File: src/rtl/pipe_stage_reg.sv
// Elastic pipeline stage register with a valid/ready handshake and a 2-entry skid buffer.
// It replaces the fixed-width stage registers between any two pipeline stages.
//
// Ports:
//   clk, reset        rising-edge clock; asynchronous active-low reset
//   in_valid/in_ready upstream handshake (in_ready is registered)
//   in_data           upstream payload
//   out_valid/out_ready downstream handshake
//   out_data          held payload, or NOP_VALUE whenever out_valid is low
//   flush             synchronous squash of every held entry
//   cnt_clr           synchronous clear of both performance counters
//   occupancy         number of held entries (0..2)
//   stall_count       saturating count of cycles with out_valid & !out_ready
//   bubble_count      saturating count of cycles with out_ready & !out_valid
module pipe_stage_reg #(
  parameter int unsigned          WIDTH     = 166,
  parameter logic [WIDTH-1:0]     NOP_VALUE = '0,
  parameter int unsigned          COUNT_W   = 16
) (
  input  logic               clk,
  input  logic               reset,
  input  logic               in_valid,
  output logic               in_ready,
  input  logic [WIDTH-1:0]   in_data,
  output logic               out_valid,
  input  logic               out_ready,
  output logic [WIDTH-1:0]   out_data,
  input  logic               flush,
  input  logic               cnt_clr,
  output logic [1:0]         occupancy,
  output logic [COUNT_W-1:0] stall_count,
  output logic [COUNT_W-1:0] bubble_count
);

  // Encoding equals the number of held entries.
  typedef enum logic [1:0] {
    StEmpty = 2'd0,
    StHalf  = 2'd1,
    StFull  = 2'd2
  } state_e;

  state_e             state_q, state_d;
  logic [WIDTH-1:0]   m_q, m_d;     // main entry, drives out_data
  logic [WIDTH-1:0]   s_q, s_d;     // skid entry, the younger of two
  logic               in_ready_q, in_ready_d;
  logic [COUNT_W-1:0] stall_q, stall_d;
  logic [COUNT_W-1:0] bubble_q, bubble_d;

  logic accept;
  logic drain;
  logic stall_ev;
  logic bubble_ev;

  assign out_valid = (state_q != StEmpty);
  assign in_ready  = in_ready_q;
  assign accept    = in_valid & in_ready_q;
  assign drain     = out_valid & out_ready;
  assign stall_ev  = out_valid & ~out_ready;
  assign bubble_ev = out_ready & ~out_valid;

  assign out_data     = out_valid ? m_q : NOP_VALUE;
  assign occupancy    = state_q;
  assign stall_count  = stall_q;
  assign bubble_count = bubble_q;

  always_comb begin
    state_d = state_q;
    m_d     = m_q;
    s_d     = s_q;
    unique case (state_q)
      StEmpty: begin
        if (accept) begin
          state_d = StHalf;
          m_d     = in_data;
        end
      end
      StHalf: begin
        if (accept && drain) begin
          m_d = in_data;
        end else if (accept) begin
          state_d = StFull;
          s_d     = in_data;
        end else if (drain) begin
          state_d = StEmpty;
        end
      end
      StFull: begin
        // in_ready is low here, so only a drain can move the state.
        if (drain) begin
          state_d = StHalf;
          m_d     = s_q;
        end
      end
      default: state_d = StEmpty;
    endcase
    // A same-cycle drain has already been seen downstream; only held entries are dropped.
    if (flush) begin
      state_d = StEmpty;
    end
    // Derived from next state only, so out_ready never reaches in_ready combinationally.
    in_ready_d = (state_d != StFull);
  end

  always_comb begin
    stall_d  = stall_q;
    bubble_d = bubble_q;
    if (cnt_clr) begin
      stall_d  = '0;
      bubble_d = '0;
    end else begin
      if (stall_ev && (stall_q != {COUNT_W{1'b1}})) begin
        stall_d = stall_q + COUNT_W'(1);
      end
      if (bubble_ev && (bubble_q != {COUNT_W{1'b1}})) begin
        bubble_d = bubble_q + COUNT_W'(1);
      end
    end
  end

  always_ff @(posedge clk or negedge reset) begin
    if (!reset) begin
      state_q    <= StEmpty;
      m_q        <= '0;
      s_q        <= '0;
      in_ready_q <= 1'b1;
      stall_q    <= '0;
      bubble_q   <= '0;
    end else begin
      state_q    <= state_d;
      m_q        <= m_d;
      s_q        <= s_d;
      in_ready_q <= in_ready_d;
      stall_q    <= stall_d;
      bubble_q   <= bubble_d;
    end
  end

endmodule

File: config.mk
export PLATFORM = sky130hd
export DESIGN_NAME = pipe_stage_reg
export DESIGN_NICKNAME = d
export VERILOG_FILES = /design/src/rtl/pipe_stage_reg.sv
export SDC_FILE = /design/constraint.sdc
export NUM_CORES = 1
export LEC_CHECK = 0
export CORE_ASPECT_RATIO = 0.7
export CORE_MARGIN = 4
export CORE_UTILIZATION = 45
export DETAILED_ROUTE_END_ITERATION = 16
export PLACE_DENSITY = 0.73
export SLEW_MARGIN = 5
export SYNTH_ARGS = -nofsm -noshare
export SYNTH_HDL_FRONTEND = slang
export SYNTH_SLANG_ARGS = --single-unit
File: constraint.sdc
create_clock -name clk -period 2.2 [get_ports clk]
set_input_delay 0.66 -clock clk [delete_from_list [all_inputs] [get_ports clk]]
set_output_delay 0.66 -clock clk [all_outputs]
set_load 0.02 [all_outputs]
==> impl_results.md <==
- Status: finished with violations
- Failing checks: negative setup slack
- Final setup viols: 193
- Fraction of the mapped netlist area in compound gates: 0.0837
- Clock Skews: 0.0188 ns
- Total wire length: 46700 microns
- Slew HR: 0.638
- Core area: 0.0363 sq mm
- DP HPWL: 31200 microns
- Vias per std cell: 5.34
- Number of flops mapped to enable cells by yosys: 0
- CP max-delay cell: dfrtp_1
- Largest net degree at the start of global routing: 102
- 1st-pass router iterations: 5
- Ys flop type: dfrtp_1
- Clk root buf: clkbuf_16
- Gpl congestion: 0.829
- Sequential share of the synthesized area: 0.548
- RSZ-0062 raised after global routing: true
- CTS Buf Count: 37
- Die Span Y: 169 microns
- Final Cell Area: 0.0221 sq mm
- Largest family of logic cells by synthesized area: simple AND/OR/NAND/NOR gates
- Final cell count without fillers: 2531
- Via Count: 13500
- Die footprint: 0.0404 sq mm
- XOR/XNOR Fraction of Synth Area: 0.000523
- Layout cells sized above 1: 0.216
- DR iter-0 viols: 957
- Switching pwr: 0.00536 W
- Worst-path cell chain: nor2_4 -> inv_8 -> buf_16 -> and2_1 -> clkdlybuf4s15_2
- Top Ports: 374
- Clk slew on worst S/H paths: 0.07 ns
- Register share of total power: 0.458
- Vias in the first global route: 13600
- Worst Hold Class: input pin to async pin
- Top-area cell type share of the netlist area: 0.547
- FMAX: 0.399 GHz
- Worst-Margin Slew: 0.543 ns
- Ys Warns: 0
- Post-layout min period: 2.51 ns
- Setup WS pre-CTS: -0.430 ns
- Adder-cell share of the synthesized area: 0.00149
- Area growth syn-to-layout: 32.2%
- Hold_buf cts: 0
- Sink Count: 367
- Critical Path Source Type: register
- All-Layer GR Usage: 0.221
- Switching share of power: 0.275
- CTS tree: built
- Post-CTS Setup Repair Bufs: 0
- Fin. Hold Viols: 0
- P_leak: 9.80 nW
- Placed cell area: 0.0214 sq mm
- Slew Limit Fails: 0
- Final ANT Viol Nets: 0
- Residual DRC: 0
- Maxcap violations: 0
- Synth area leader: dfrtp_1
- Overflow after GRT: 0
- Syn_area_per_cell: 10.1 sq um
- Syn Inst Count: 1657
- First-pass GRT wire length: 73400 microns
- Clk_lat worst skew: 0.53 ns
- Async S/R FF share, synth: 1.00
- Peak supply drop: 0.767 mV
- P_int: 0.0141 W
- Count of input and output buffers: 373
- Num rows: 58
- Gate power share: 0.203
- Top cells by area, synth: dfrtp_1 (55%), mux2_2 (7.9%), nand2_1 (7.8%)
- Die Span X: 239 microns
- CP endpoint kind: primary output
- Slowest stage delay, CP: 0.40 ns
- Mux cell area share after synthesis: 0.116
- Critical Path Fanout Max: 35
- Syn Nets: 1831
- H-tree Lvls: 2
- Netlist cell types: 46
- Synthesized flop and latch total: 367
- Placed instance count: 2459
- Most frequent cells after synthesis: dfrtp_1 (366), nand2_1 (348), nor2_1 (175), a31oi_1 (166), and2_1 (166)
- Clock network power share: 0.339
- Cell family with most CP delay: buffers and inverters
- Pwr dens: 880 mW/mm^2
- Fin nets: 2195
- Initial antenna violation count: 6
- Clk buf depth: 3
- Post-route setup slack: -0.306 ns
- Most frequent cell after synthesis: dfrtp_1
- Initial cell density of the core: 0.462
- Setup CP Type: register to primary output
- Cell Area, Synth: 0.0167 sq mm
- Required time worst endpoint: 1.54 ns
- Critical Path AT: 1.85 ns
- Avg WL per Cell: 18.4 microns
- Simple-Gate Fraction of Synth Area: 0.214
- Crit path buf inv count: 3
- Crit share post-route: 1.14
[sequential cells by signal (all words and copies together), names as in the netlist]
signal        count
in_ready          1
occupancy         2
m_q             166
bubble_count     16
s_q             166
stall_count      16
[metal layers]
metal,GRT usage,wire (microns),part of all wire,up-vias
li1,-,-,-,6364
met1,0.298,20100,0.43,6703
met2,0.365,22700,0.49,355
met3,0.0473,2670,0.057,76
met4,0.0651,1180,0.025,6
met5,0,33,0.00071,-
[through the flow]
stage	setup TNS (ns)	hold WS (ns)	util	power (W)
final	-35.28	0.0143	0.610	0.0195
after global routing	-49.50	0.0200	0.610	0.0205
after CTS	-54.45	0.0115	0.621	0.0197
after detailed placement	-142.23	0.475	0.589	0.0133
after global placement	-125.73	0.467	0.589	0.0130
after floorplan	0	0.364	-	0.0112
[power groups by stage]
| stage | sequential, W | clock [W] | combinational (W) |
|---|---|---|---|
| 6_report | 0.00893 | 0.00661 | 0.00395 |
| 5_1_grt | 0.00910 | 0.00706 | 0.00433 |
| 4_1_cts | 0.00892 | 0.00676 | 0.00404 |
| 3_5_place_dp | 0.00903 | 0 | 0.00423 |
| 3_3_place_gp | 0.00894 | 0 | 0.00410 |
| 2_1_floorplan | 0.00880 | 0 | 0.00244 |
[kinds of logic (layout without fill, tap and decap cells)]
group	count (synthesis)	in the layout
and+or+nand+nor	764	764
DFF	367	367
AOI/OAI and AO/OA	223	223
muxes	173	173
buffers and inverters	127	518
adders and majority gates	2	2
xor gates and xnor gates	1	1
other	0	3
[worst register-to-register path: cells and delay by family (launching register included)]
kind                   cells  cell delay [ns]
AND/OR/NAND/NOR            2             0.23
flip-flops                 1             0.40
AO/OA/AOI/OAI              2             0.41
buffers and inverters      4             0.83
[layout make-up]
class	instances	area [sq um]
tap	480	601
antenna	3	7.51
sequential	367	9190
clock buffer	53	1110
clock inverter	13	174
multi-input combinational	1163	6990
fill	3021	14100
inverter	4	22.5
timing repair buffer	448	4050
[final timing paths]
kind / depth (start not counted) / start / slack, ns / end
max in group asynchronous: 3 / reset / 1.39 / bubble_count[7]$_DFFE_PN0P_
max: 5 / occupancy[0]$_DFF_PN0_ / -0.31 / out_data[146]
min reg2reg: 1 / s_q[64]$_DFFE_PN0P_ / 0.49 / s_q[64]$_DFFE_PN0P_
min in group clk: 1 / s_q[64]$_DFFE_PN0P_ / 0.49 / s_q[64]$_DFFE_PN0P_
max reg2reg: 8 / occupancy[0]$_DFF_PN0_ / 0.27 / m_q[159]$_DFFE_PN0P_
min: 1 / reset / 0.01 / m_q[80]$_DFFE_PN0P_
[cells in the final DEF (no fill, tap or decap), types with 47 or more instances in the layout]
cell	instances
buf_4	47
clkdlybuf4s50_1	198
clkbuf_2	51
nand2_1	348
buf_2	87
nor2_1	174
a31oi_1	166
mux2_2	118
mux2_1	54
dfrtp_1	366
and2_1	163
[timing repair]
item,in CTS,in global routing
gates resized for setup,445,163
pin swaps,0,1
gates cloned,0,3
endpoints found under the setup margin,202,202
(Power assumes the default switching activity.)
